==> src/rtl/fma_pkg.sv <==
// fma_pkg: shared widths, signed saturation bounds and overflow mode for the dot-product MAC
package fma_pkg;
  typedef enum logic {FMA_WRAP = 1'b0, FMA_SAT = 1'b1} fma_mode_e;
  function automatic int sum_w(input int w, input int lanes);
    return 2 * w + $clog2(lanes);
  endfunction
  function automatic longint sat_max(input int acc_w);
    return (longint'(1) <<< (acc_w - 1)) - 1;
  endfunction
  function automatic longint sat_min(input int acc_w);
    return -sat_max(acc_w) - 1;
  endfunction
endpackage

==> src/rtl/fma_dot_comb.sv <==
// fma_dot_comb: exact combinational signed LANES x W dot product in SUM_W bits
module fma_dot_comb
  import fma_pkg::*;
#(
  parameter int W     = 4,
  parameter int LANES = 4,
  parameter int SUM_W = sum_w(W, LANES)
) (
  input  logic [LANES*W-1:0]      a,
  input  logic [LANES*W-1:0]      b,
  output logic signed [SUM_W-1:0] s
);
  logic signed [SUM_W-1:0] pa [LANES];
  logic signed [SUM_W-1:0] pb [LANES];
  always_comb begin
    s = '0;
    for (int i = 0; i < LANES; i++) begin
      pa[i] = SUM_W'($signed(a[i*W +: W]));
      pb[i] = SUM_W'($signed(b[i*W +: W]));
      s = s + pa[i] * pb[i];
    end
  end
endmodule

==> src/rtl/fma_dot_mac.sv <==
// fma_dot_mac: two-stage signed dot-product accumulator emitting one result per packet
module fma_dot_mac
  import fma_pkg::*;
#(
  parameter int W     = 4,
  parameter int LANES = 4,
  parameter int ACC_W = 16,
  parameter int SAT   = 0
) (
  input  logic                 clk,
  input  logic                 rst,
  input  logic                 in_valid,
  output logic                 in_ready,
  input  logic                 in_last,
  input  logic [LANES*W-1:0]   in_a,
  input  logic [LANES*W-1:0]   in_b,
  output logic                 out_valid,
  input  logic                 out_ready,
  output logic [ACC_W-1:0]     out_data,
  output logic                 out_ovf
);
  localparam int SUM_W = sum_w(W, LANES);
  localparam fma_mode_e MODE = fma_mode_e'(SAT != 0);
  localparam logic signed [ACC_W-1:0] MAXV = ACC_W'(sat_max(ACC_W));
  localparam logic signed [ACC_W-1:0] MINV = ACC_W'(sat_min(ACC_W));
  if (ACC_W < SUM_W) begin : g_bad_acc_w
    $error("fma_dot_mac: ACC_W must be at least 2*W + clog2(LANES)");
  end
  logic en, step, fin, ovf;
  logic signed [SUM_W-1:0] dot_s, s1_sum_q, s1_sum_d;
  logic s1_last_q, s1_last_d, s1_vld_q, s1_vld_d;
  logic signed [ACC_W-1:0] s_ext, sum_raw, acc_nx, acc_q, acc_d, out_data_q, out_data_d;
  logic sticky_q, sticky_d, out_ovf_q, out_ovf_d, out_valid_q, out_valid_d;
  fma_dot_comb #(.W(W), .LANES(LANES), .SUM_W(SUM_W)) u_dot (
    .a(in_a),
    .b(in_b),
    .s(dot_s)
  );
  // A held result freezes the whole pipeline, so nothing downstream of the input can be lost.
  always_comb begin
    en          = !(out_valid_q && !out_ready) && !rst;
    step        = en && s1_vld_q;
    fin         = step && s1_last_q;
    s_ext       = ACC_W'(s1_sum_q);
    sum_raw     = acc_q + s_ext;
    ovf         = (acc_q[ACC_W-1] == s_ext[ACC_W-1]) && (sum_raw[ACC_W-1] != acc_q[ACC_W-1]);
    acc_nx      = (ovf && MODE == FMA_SAT) ? (acc_q[ACC_W-1] ? MINV : MAXV) : sum_raw;
    s1_vld_d    = en ? in_valid : s1_vld_q;
    s1_sum_d    = en ? dot_s : s1_sum_q;
    s1_last_d   = en ? in_last : s1_last_q;
    acc_d       = fin ? '0 : step ? acc_nx : acc_q;
    sticky_d    = fin ? 1'b0 : step ? (sticky_q || ovf) : sticky_q;
    out_data_d  = fin ? acc_nx : out_data_q;
    out_ovf_d   = fin ? (sticky_q || ovf) : out_ovf_q;
    out_valid_d = fin ? 1'b1 : (en && out_ready) ? 1'b0 : out_valid_q;
  end
  always_ff @(posedge clk) begin
    if (rst) begin
      s1_vld_q    <= 1'b0;
      s1_sum_q    <= '0;
      s1_last_q   <= 1'b0;
      acc_q       <= '0;
      sticky_q    <= 1'b0;
      out_data_q  <= '0;
      out_ovf_q   <= 1'b0;
      out_valid_q <= 1'b0;
    end else begin
      s1_vld_q    <= s1_vld_d;
      s1_sum_q    <= s1_sum_d;
      s1_last_q   <= s1_last_d;
      acc_q       <= acc_d;
      sticky_q    <= sticky_d;
      out_data_q  <= out_data_d;
      out_ovf_q   <= out_ovf_d;
      out_valid_q <= out_valid_d;
    end
  end
  assign in_ready  = en;
  assign out_valid = out_valid_q;
  assign out_data  = out_data_q;
  assign out_ovf   = out_ovf_q;
endmodule

==> config.mk <==
export PLATFORM = sky130hd
export DESIGN_NAME = fma_dot_mac
export DESIGN_NICKNAME = d
export VERILOG_FILES = /design/src/rtl/fma_pkg.sv /design/src/rtl/fma_dot_comb.sv /design/src/rtl/fma_dot_mac.sv
export SDC_FILE = /design/constraint.sdc
export NUM_CORES = 1
export LEC_CHECK = 0
export BUFFER_PORTS_ARGS = -buffer_cell sky130_fd_sc_hd__buf_4
export CORE_UTILIZATION = 60
export DETAILED_ROUTE_END_ITERATION = 6
export HOLD_SLACK_MARGIN = 0.05
export PLACE_DENSITY = 0.81
export SLEW_MARGIN = 10
export SYNTH_ARGS = -nofsm -noshare
export SYNTH_HDL_FRONTEND = slang
export SYNTH_SLANG_ARGS = --single-unit
==> constraint.sdc <==
create_clock -name clk -period 10.9 [get_ports clk]
set_clock_uncertainty 0.2 [all_clocks]
set_input_delay 2.725 -clock clk [delete_from_list [all_inputs] [get_ports clk]]
set_output_delay 2.725 -clock clk [all_outputs]
set_load 0.005 [all_outputs]
==> flow_summary.ini, run 1 <==
[timing]
max_slew_margin_pct = 46.0
fmax_ghz = 0.126
finalSetupViolCount = 0
slew_violations = 0
finalHoldViolCount = 0
finalCritPeriodShare_pct = 73.1
rsz0062_at_grt = no
timing.setup.tns_ns = 0
worst_pin_slew_ns = 0.809
fin_ws_ns = 2.94
fin_crit_ns = 7.96

[logic_synthesis]
yosysUniqueCellTypes = 51
avgSynthCellArea_um2 = 8.77
ys_ff_latch = 47
syn_nets = 778
synth_warnings = 0
async_reset_ff_share_pct = 0
ys_seq_area_share_pct = 17.4
syn_area_um2 = 5390
ys.flop_type = dfxtp_1
synth-edff-count = 0
netlist_instances = 615

[finish]
drive_gt1_share_pct = 11.3
instances_no_fill = 771
fin_nets = 825
antenna_cells = 0
area_growth_pct = 11.2

[route]
via_count = 4207
firstDrtPassIters = 4
via_per_inst = 5.46
wl_mm = 10.3
final_antenna_net_count = 0
drt-initial-drc-count = 73
wire_per_inst_um = 13.4
drc = 0

[clock_tree]
clockBufferDepth = 2
h-tree-depth = 2
holdBufCountCts = 0
cts_setup_buffers = 0
numCtsBuffers = 5
cts_sinks = 47
clk_pin_slew_worst_paths_ns = 0.08
cts_resized = 0
cts-root-buf = clkbuf_8
clk_latency_ns = 0.30
cts_tree = built

[outcome]
status = completed

[job]
maxCapViolations = 0

[placed_design]
hpwl_mm = 8.68
dp.cells = 763
place_congestion = 0.863
dpl_worst_slack_ns = 2.58
portBuffers = 55

[worst_setup_path]
required_ns = 10.87
critPathKind = primary input to flop
arrival_ns = 7.93
cp_max_fo = 4
setup.worst_path.start_class = primary input
endpoint_kind = flop

[power_and_ir_drop]
irDropWorstVdd_mv = 0.225
p_leak_nw = 3.01
power_density_nw_per_um2 = 260

[floorplan]
die_w_um = 96.8
die_h_um = 96.8
core_um2 = 8720
die-area_um2 = 9370
initial_core_util_pct = 61.8
ios = 56
num_rows = 34

[grt]
antenna_found_initial = 0
grt_max_degree = 28
track_usage_pct = 23.3
grt_pass1_vias = 4211
overflow = 0
grt_pass1_wl_mm = 18.2

[worst_hold_path]
hp-class = flop to flop
-- layer usage --
metal / track usage (%) / routed length (µm) / up-vias
li1: - / - / 2142
met2: 44.9 / 5540 / 66
met1: 27.2 / 4390 / 1991
met3: 2.31 / 278 / 8
met4: 6.66 / 105 / 0
met5: 0 / 0 / -
-- power by group --
part	switching, mW	leakage (nW)	total, mW	internal [mW]
clock	0.0582	0.0612	0.132	0.0742
combinational	0.649	2.57	1.21	0.559
sequential	0.0178	0.383	0.220	0.202
total	0.725	3.01	1.56	0.836
-- sequential cells by signal, summed over array words and instances, names as in the netlist --
signal	cells
acc_q	16
out_data	16
out_ovf	1
out_valid	1
s1_last_q	1
s1_sum_q	10
s1_vld_q	1
sticky_q	1
-- critical path, stage by stage --
cell	delay, ns
buf_4	0.12
nand2b_1	0.15
fa_1	0.53
inv_1	0.05
fa_1	0.53
inv_1	0.05
fa_1	0.51
inv_1	0.05
ha_1	0.21
fa_1	0.40
a21o_1	0.19
a21oi_1	0.16
xnor2_1	0.10
fa_1	0.51
inv_1	0.08
fa_1	0.48
ha_1	0.25
or3_1	0.35
o31a_1	0.25
xnor2_1	0.15
a21oi_1	0.07
-- logic make-up (layout without fill, tap and decap cells) --
family	count (synthesis)	after routing	share of synthesized area [%]
compound gates	113	113	13.9
xor+xnor	43	43	7.24
fa+ha+maj	126	126	36.8
buf+inv	98	146	6.96
flops	47	47	17.4
mux	4	4	0.789
simple gates	184	184	17.0
-- worst paths after layout --
check        depth (start not counted)            to         from  slack [ns]
max                                 21   s1_sum_q[9]      in_a[4]        2.94
min                                  2   out_data[6]  out_data[6]        0.25
max reg2reg                          7  out_data[15]  s1_sum_q[9]        8.26
min reg2reg                          2   out_data[6]  out_data[6]        0.25
-- cell type report --
cell class	count	area (µm²)
Timing Repair Buffer	56	420
Fill cell	688	2720
Clock inverter	2	35.0
Tap cell	108	135
Inverter	82	308
Multi-Input combinational cell	470	4080
Sequential cell	47	941
Clock buffer	6	82.6
-- stage by stage --
| step | utilization (%) | hold WS [ns] | instance area [µm²] | total power, mW |
|---|---|---|---|---|
| 2_1_floorplan | - | 0.230 | 5390 | 1.20 |
| 3_3_place_gp | 67.4 | 0.238 | 5880 | 1.36 |
| 4_1_cts | 68.8 | 0.259 | 6000 | 1.56 |
| 6_report | 68.8 | 0.255 | 6000 | 1.56 |
| 5_1_grt | 68.8 | 0.271 | 6000 | 1.74 |
| 3_5_place_dp | 67.4 | 0.246 | 5880 | 1.42 |
-- layout by cell type (no fill, tap or decap), drive strengths merged, types with 5 or more instances in the layout --
cell type / netlist / final
a21o: 11 / 11
a21oi: 37 / 37
and2: 37 / 37
buf: 6 / 56
clkbuf: 10 / 6
dfxtp: 47 / 47
fa: 54 / 54
ha: 72 / 72
inv: 82 / 82
nand2: 64 / 64
nand2b: 7 / 7
nand3: 27 / 27
nor2: 21 / 21
nor2b: 7 / 7
nor3: 6 / 6
o21a: 5 / 5
o21ai: 33 / 33
xnor2: 27 / 27
xor2: 15 / 15
-- cell usage after synthesis (2+ instances only) --
master    count  area share, %
and2_1       37            4.3
nor2b_1       6           0.70
nor4_1        2           0.23
nand4_1       4           0.46
o21bai_1      3           0.42
nor3_1        6           0.56
fa_1         54             20
a211o_1       2           0.32
o211ai_1      4           0.56
o21a_1        4           0.56
xnor2_1      27            4.4
o21ai_0      12            1.1
mux2i_1       2           0.37
inv_1        81            5.6
ha_1         72             17
a21oi_1      36            3.3
o31a_1        2           0.32
dfxtp_1      47             17
a211oi_1      4           0.56
nor2_1       20            1.4
o21ai_1      21            1.9
nand2b_1      7           0.81
mux2_2        2           0.42
buf_2         6           0.56
nand3_1      27            2.5
a21o_1       11            1.5
xor2_1       15            2.4
nand2_1      64            4.5
clkbuf_1     10           0.70
and3_1        4           0.46
or3_1         3           0.35
Power figures use the tool's default switching activity.
==> run 2: changes to the inputs <==
--- a/config.mk
+++ b/config.mk
@@ -6,10 +6,10 @@
 export NUM_CORES = 1
 export LEC_CHECK = 0
 export BUFFER_PORTS_ARGS = -buffer_cell sky130_fd_sc_hd__buf_4
-export CORE_UTILIZATION = 60
+export CORE_UTILIZATION = 55
 export DETAILED_ROUTE_END_ITERATION = 6
 export HOLD_SLACK_MARGIN = 0.05
-export PLACE_DENSITY = 0.81
+export PLACE_DENSITY = 0.78
 export SLEW_MARGIN = 10
 export SYNTH_ARGS = -nofsm -noshare
 export SYNTH_HDL_FRONTEND = slang
==> constraint.sdc (replaced) <==
create_clock -name clk -period 7.12 [get_ports clk]
set_clock_uncertainty 0.2 [all_clocks]
set_input_delay 1.78 -clock clk [delete_from_list [all_inputs] [get_ports clk]]
set_output_delay 1.78 -clock clk [all_outputs]
set_load 0.005 [all_outputs]
==> flow_summary.ini, run 2 (synthesis gave the netlist of run 1 again) <==
[finish]
antenna_cells = 0
utilization_pct = 65.2
drive_gt1_share_pct = 13.1
instances_no_fill = 800
final_cell_mix = 80 x inv_1, 72 x ha_1, 64 x nand2_1, 64 x buf_4, 53 x fa_1
fin_area_um2 = 6110
area_growth_pct = 13.2
layout_commonest_cell = inv_1
fin_nets = 833

[clock_tree]
numCtsBuffers = 5
clockBufferDepth = 2
h-tree-depth = 2
holdBufCountCts = 0
clk_latency_ns = 0.30
clk_pin_slew_worst_paths_ns = 0.09
cts_sinks = 47
cts-root-buf = clkbuf_8
cts_tree = built

[placed_design]
placed_area_um2 = 5970
place_congestion = 0.853
portBuffers = 55
dp.cells = 792
dpl_worst_slack_ns = -0.219
hpwl_mm = 9.25

[floorplan]
die_h_um = 101
initial_core_util_pct = 57.5
die-area_um2 = 10200
ios = 56
die_w_um = 101
num_rows = 35
core_um2 = 9370

[power_and_ir_drop]
p_leak_nw = 3.06
power_density_nw_per_um2 = 420
power_mw = 2.56
irDropWorstVdd_mv = 0.420

[timing]
finalCritPeriodShare_pct = 96.8
fmax_ghz = 0.145
timing.setup.tns_ns = 0
finalHoldViolCount = 0
slew_violations = 0
worst_pin_slew_ns = 0.821
finalSetupViolCount = 0
max_slew_margin_pct = 45.1
fin_crit_ns = 6.89
fin_ws_ns = 0.228
rsz0062_at_grt = yes
whs_ns = 0.259

[route]
drc = 0
via_per_inst = 5.35
drt-initial-drc-count = 140
wire_per_inst_um = 14.0
wl_mm = 11.2
via_count = 4282
final_antenna_net_count = 0
firstDrtPassIters = 4

[worst_setup_path]
required_ns = 7.08
arrival_ns = 6.86
critPathKind = primary input to flop
setup.worst_path.start_class = primary input
worst_path_most_repeated_cell = fa_1
worstPathCellList = buf_4, nand2b_1, fa_1, inv_1, fa_1, inv_1, fa_1, inv_1, ha_1, fa_2, a21o_1, a21oi_2, xnor2_2, fa_1, inv_2, fa_1, ha_1, or3_1, o31a_1, xnor2_1, a21oi_1
cp_max_fo = 2
crit_slowest_cell = fa_1
cpPeakStageDelay_ns = 0.54
endpoint_kind = flop

[outcome]
status = completed

[grt]
grt_max_degree = 28
overflow = 0
grt_pass1_vias = 4472
antenna_found_initial = 0
grt_pass1_wl_mm = 19.3
track_usage_pct = 23.6

[job]
maxCapViolations = 0

[worst_hold_path]
hp-class = flop to flop
run 2: cell count changes in the layout (fill, tap and decap cells not counted), sizes merged:
cell / change
buf: +8
run 2: area by class of cell:
class | instances | area [µm²]
multi-input cells | 470 | 4100
fillers | 829 | 3270
flip-flops and latches | 47 | 941
repair buffers | 64 | 480
inverters | 82 | 308
well taps | 129 | 161
clock buffers | 6 | 82.6
clock inverters | 2 | 35.0
run 2: power by group:
part | leakage, nW | total [mW] | switching, mW | internal [mW]
registers | 0.383 | 0.335 | 0.0262 | 0.309
clock network | 0.0612 | 0.204 | 0.0900 | 0.114
logic | 2.62 | 2.03 | 1.04 | 0.983
total | 3.06 | 2.56 | 1.16 | 1.41
run 2: repair_timing:
item | in CTS | in global routing
setup endpoints to repair | 0 | 2
buffers inserted | 0 | 0
resized for setup | 0 | 5
run 2: worst paths after layout:
path	start	endpoint	slack, ns	cells past startpoint
worst max-delay path	in_a[4]	s1_sum_q[9]	0.23	21
worst min-delay path	sticky_q	sticky_q	0.26	2
worst max register to register	out_valid	acc_q[15]	4.49	6
worst min register to register	sticky_q	sticky_q	0.26	2
run 2: worst max-delay path: cells and delay by family:
kind / cells / cell delay [ns]
adders and majority gates: 8 / 3.32
and+or+nand+nor: 2 / 0.49
buffers and inverters: 5 / 0.32
xor gates and xnor gates: 2 / 0.25
AOI/OAI and AO/OA: 4 / 0.70
run 2: per-layer routing:
layer  wire length (µm)  global-route usage [%]
met2               5420                    41.6
met1               5280                    30.9
met5                  0                       0
met3                351                    2.70
met4                133                    5.91
==> run 3: changes to the inputs <==
--- a/config.mk
+++ b/config.mk
@@ -5,11 +5,13 @@
 export SDC_FILE = /design/constraint.sdc
 export NUM_CORES = 1
 export LEC_CHECK = 0
+export ABC_AREA = 1
 export BUFFER_PORTS_ARGS = -buffer_cell sky130_fd_sc_hd__buf_4
 export CORE_UTILIZATION = 55
 export DETAILED_ROUTE_END_ITERATION = 6
 export HOLD_SLACK_MARGIN = 0.05
 export PLACE_DENSITY = 0.78
+export REMOVE_ABC_BUFFERS = 1
 export SLEW_MARGIN = 10
 export SYNTH_ARGS = -nofsm -noshare
 export SYNTH_HDL_FRONTEND = slang
==> flow_summary.ini, run 3 <==
[outcome]
status = completed

[power_and_ir_drop]
power_density_nw_per_um2 = 426
clock_power_share_pct = 7.4
seqPwrFrac_pct = 11.8
combinationalPowerShare_pct = 80.8
internal_power_mw = 1.48
p_switching_mw = 1.32
swShare_pct = 47.2
p_leak_nw = 3.88
irDropWorstVdd_mv = 0.403

[floorplan]
die-area_um2 = 10600
die_h_um = 103
core_um2 = 9860
num_rows = 36
ios = 56
initial_core_util_pct = 57.1
die_w_um = 103

[worst_setup_path]
cpPeakStageDelay_ns = 0.61
arrival_ns = 6.98
cp_num_buf_inv = 7
critPathKind = primary input to flop
cp_max_fo = 3
setup.worst_path.start_class = primary input
rr_worst_depth = 9
required_ns = 7.13
endpoint_kind = flop
critical_path.top_delay_family = adder cells
worst_path_most_repeated_cell = nand2_1
cp.depth = 28
crit_slowest_cell = fa_2

[finish]
antenna_cells = 0
instances_no_fill = 985
layout_commonest_cell = nand2_1
final_cell_mix = 224 x nand2_1, 170 x inv_1, 80 x buf_4
drive_gt1_share_pct = 15.5
fin_nets = 1014
area_growth_pct = 16.7
fillers = 845

[grt]
antenna_found_initial = 0
grt_pass1_vias = 4802
grt_max_degree = 32
overflow = 0
track_usage_pct = 23.4
grt_pass1_wl_mm = 19.9

[placed_design]
portBuffers = 55
dp.cells = 973
place_congestion = 0.897
dpl_worst_slack_ns = -0.545
hpwl_mm = 9.76

[route]
firstDrtPassIters = 4
wl_mm = 11.9
via_count = 4849
met1Wirelength_mm = 5.52
via_per_inst = 4.92
wl_met2_mm = 5.78
final_antenna_net_count = 0
routed.top_layer = met4
drc = 0
drt-initial-drc-count = 172
wire_per_inst_um = 12.0
route.met3.wl_um = 351

[timing]
slew_violations = 0
finalHoldViolCount = 0
finalSetupViolCount = 0
fmax_ghz = 0.143
worst_pin_slew_ns = 0.741
fin_crit_ns = 6.97
timing.setup.tns_ns = 0
fin_ws_ns = 0.149
finalCritPeriodShare_pct = 97.9
max_slew_margin_pct = 50.5

[logic_synthesis]
yosysMostFrequentCell = nand2_1
synth_top_family_by_area = adder cells
yosys.area.top_type = fa_1
ys.flop_type = dfxtp_1
yosys-top-cells-area = fa_1 19%, dfxtp_1 17%, ha_1 16%, nand2_1 15%, inv_1 12%
netlist_instances = 769
ys_ff_latch = 47
syn_area_um2 = 5630
synth-compound-area-share_pct = 7.00
async_reset_ff_share_pct = 0
synthAdderAreaFrac_pct = 35.2
ys_seq_area_share_pct = 16.7
synth-edff-count = 0
yosysUniqueCellTypes = 30
synth-simple-area-share_pct = 22.1
synth_warnings = 0
synthTopCellsByCount = 226 x nand2_1, 180 x inv_1, 72 x ha_1, 54 x fa_1, 47 x dfxtp_1
synth.area.mux_share_pct = 0
synth_top_area_share_pct = 19.2
synth_xor_area_share_pct = 5.60
avgSynthCellArea_um2 = 7.32

[clock_tree]
cts-root-buf = clkbuf_8
numCtsBuffers = 5
clockBufferDepth = 2
holdBufCountCts = 0
cts_sinks = 47
cts_tree = built
clk_latency_ns = 0.30
h-tree-depth = 2
clk_pin_slew_worst_paths_ns = 0.09

[worst_hold_path]
hp-class = flop to flop
hold_depth = 2

[job]
maxCapViolations = 0
run 3: cell count changes after synthesis, moves of 8 or more:
cell      before  now
nand2_1       64  226
inv_1         81  180
and2_1        37    2
o21ai_1       21    1
o21ai_0       12   27
xnor2_1       27   15
a21o_1        11    0
a21oi_1       36   25
clkbuf_1      10    0
or2_2          0    8
run 3: cells by family (layout without fill, tap and decap cells):
group	after synthesis	after routing
simple gates	301	301
fa+ha+maj	126	126
compound gates	70	70
buf+inv	189	272
flops	47	47
xor+xnor	36	36
run 3: metal layers:
layer	global-route usage, %	up-vias
met5	0	-
met2	41.1	92
li1	-	2487
met1	30.1	2246
met3	3.46	24
met4	5.85	0
run 3: what timing repair did:
item,4_1_cts,5_1_grt
endpoints found under the setup margin,2,5
cloned,0,0
gates resized for setup,6,30
hold endpoints to repair,0,0
setup buffers,0,4
pin swaps,8,21
run 3: layout make-up:
type,instances,area [µm²],share of cell area (%)
timing repair buffer,82,623,9.49
multi-input combinational,533,4030,61.4
sequential,47,941,14.3
clock inverter,2,35.0,0.534
clock buffer,6,82.6,1.26
inverter,182,686,10.4
tap,133,166,2.53
run 3: tightest hold or removal path, cell delays in order (launching register included):
cell	delay (ns)
dfxtp_1	0.32
nand2_1	0.06
nand2_1	0.04
run 3: path summary, 6_finish.rpt:
check,from,end,slack [ns]
setup / recovery,in_a[8],s1_sum_q[9],0.15
hold / removal,out_data[9],out_data[9],0.26
setup reg to reg,out_valid,acc_q[5],4.82
hold reg to reg,out_data[9],out_data[9],0.26
run 3: power groups by stage:
| stage | clock network (mW) | logic, mW | registers (mW) |
|---|---|---|---|
| 2_1_floorplan | 0 | 1.41 | 0.330 |
| 5_1_grt | 0.222 | 2.58 | 0.335 |
| 3_3_place_gp | 0 | 1.89 | 0.337 |
| 3_5_place_dp | 0 | 2.00 | 0.337 |
| 6_report | 0.207 | 2.26 | 0.331 |
| 4_1_cts | 0.209 | 2.06 | 0.331 |
run 3: metrics by stage:
step,hold slack (ns),total power [mW],instance area (µm²),util (%)
2_1_floorplan,0.233,1.74,5560,-
3_3_place_gp,0.238,2.23,6310,64.0
3_5_place_dp,0.242,2.34,6310,64.0
4_1_cts,0.259,2.60,6450,65.4
5_1_grt,0.278,3.14,6570,66.6
6_report,0.257,2.80,6570,66.6
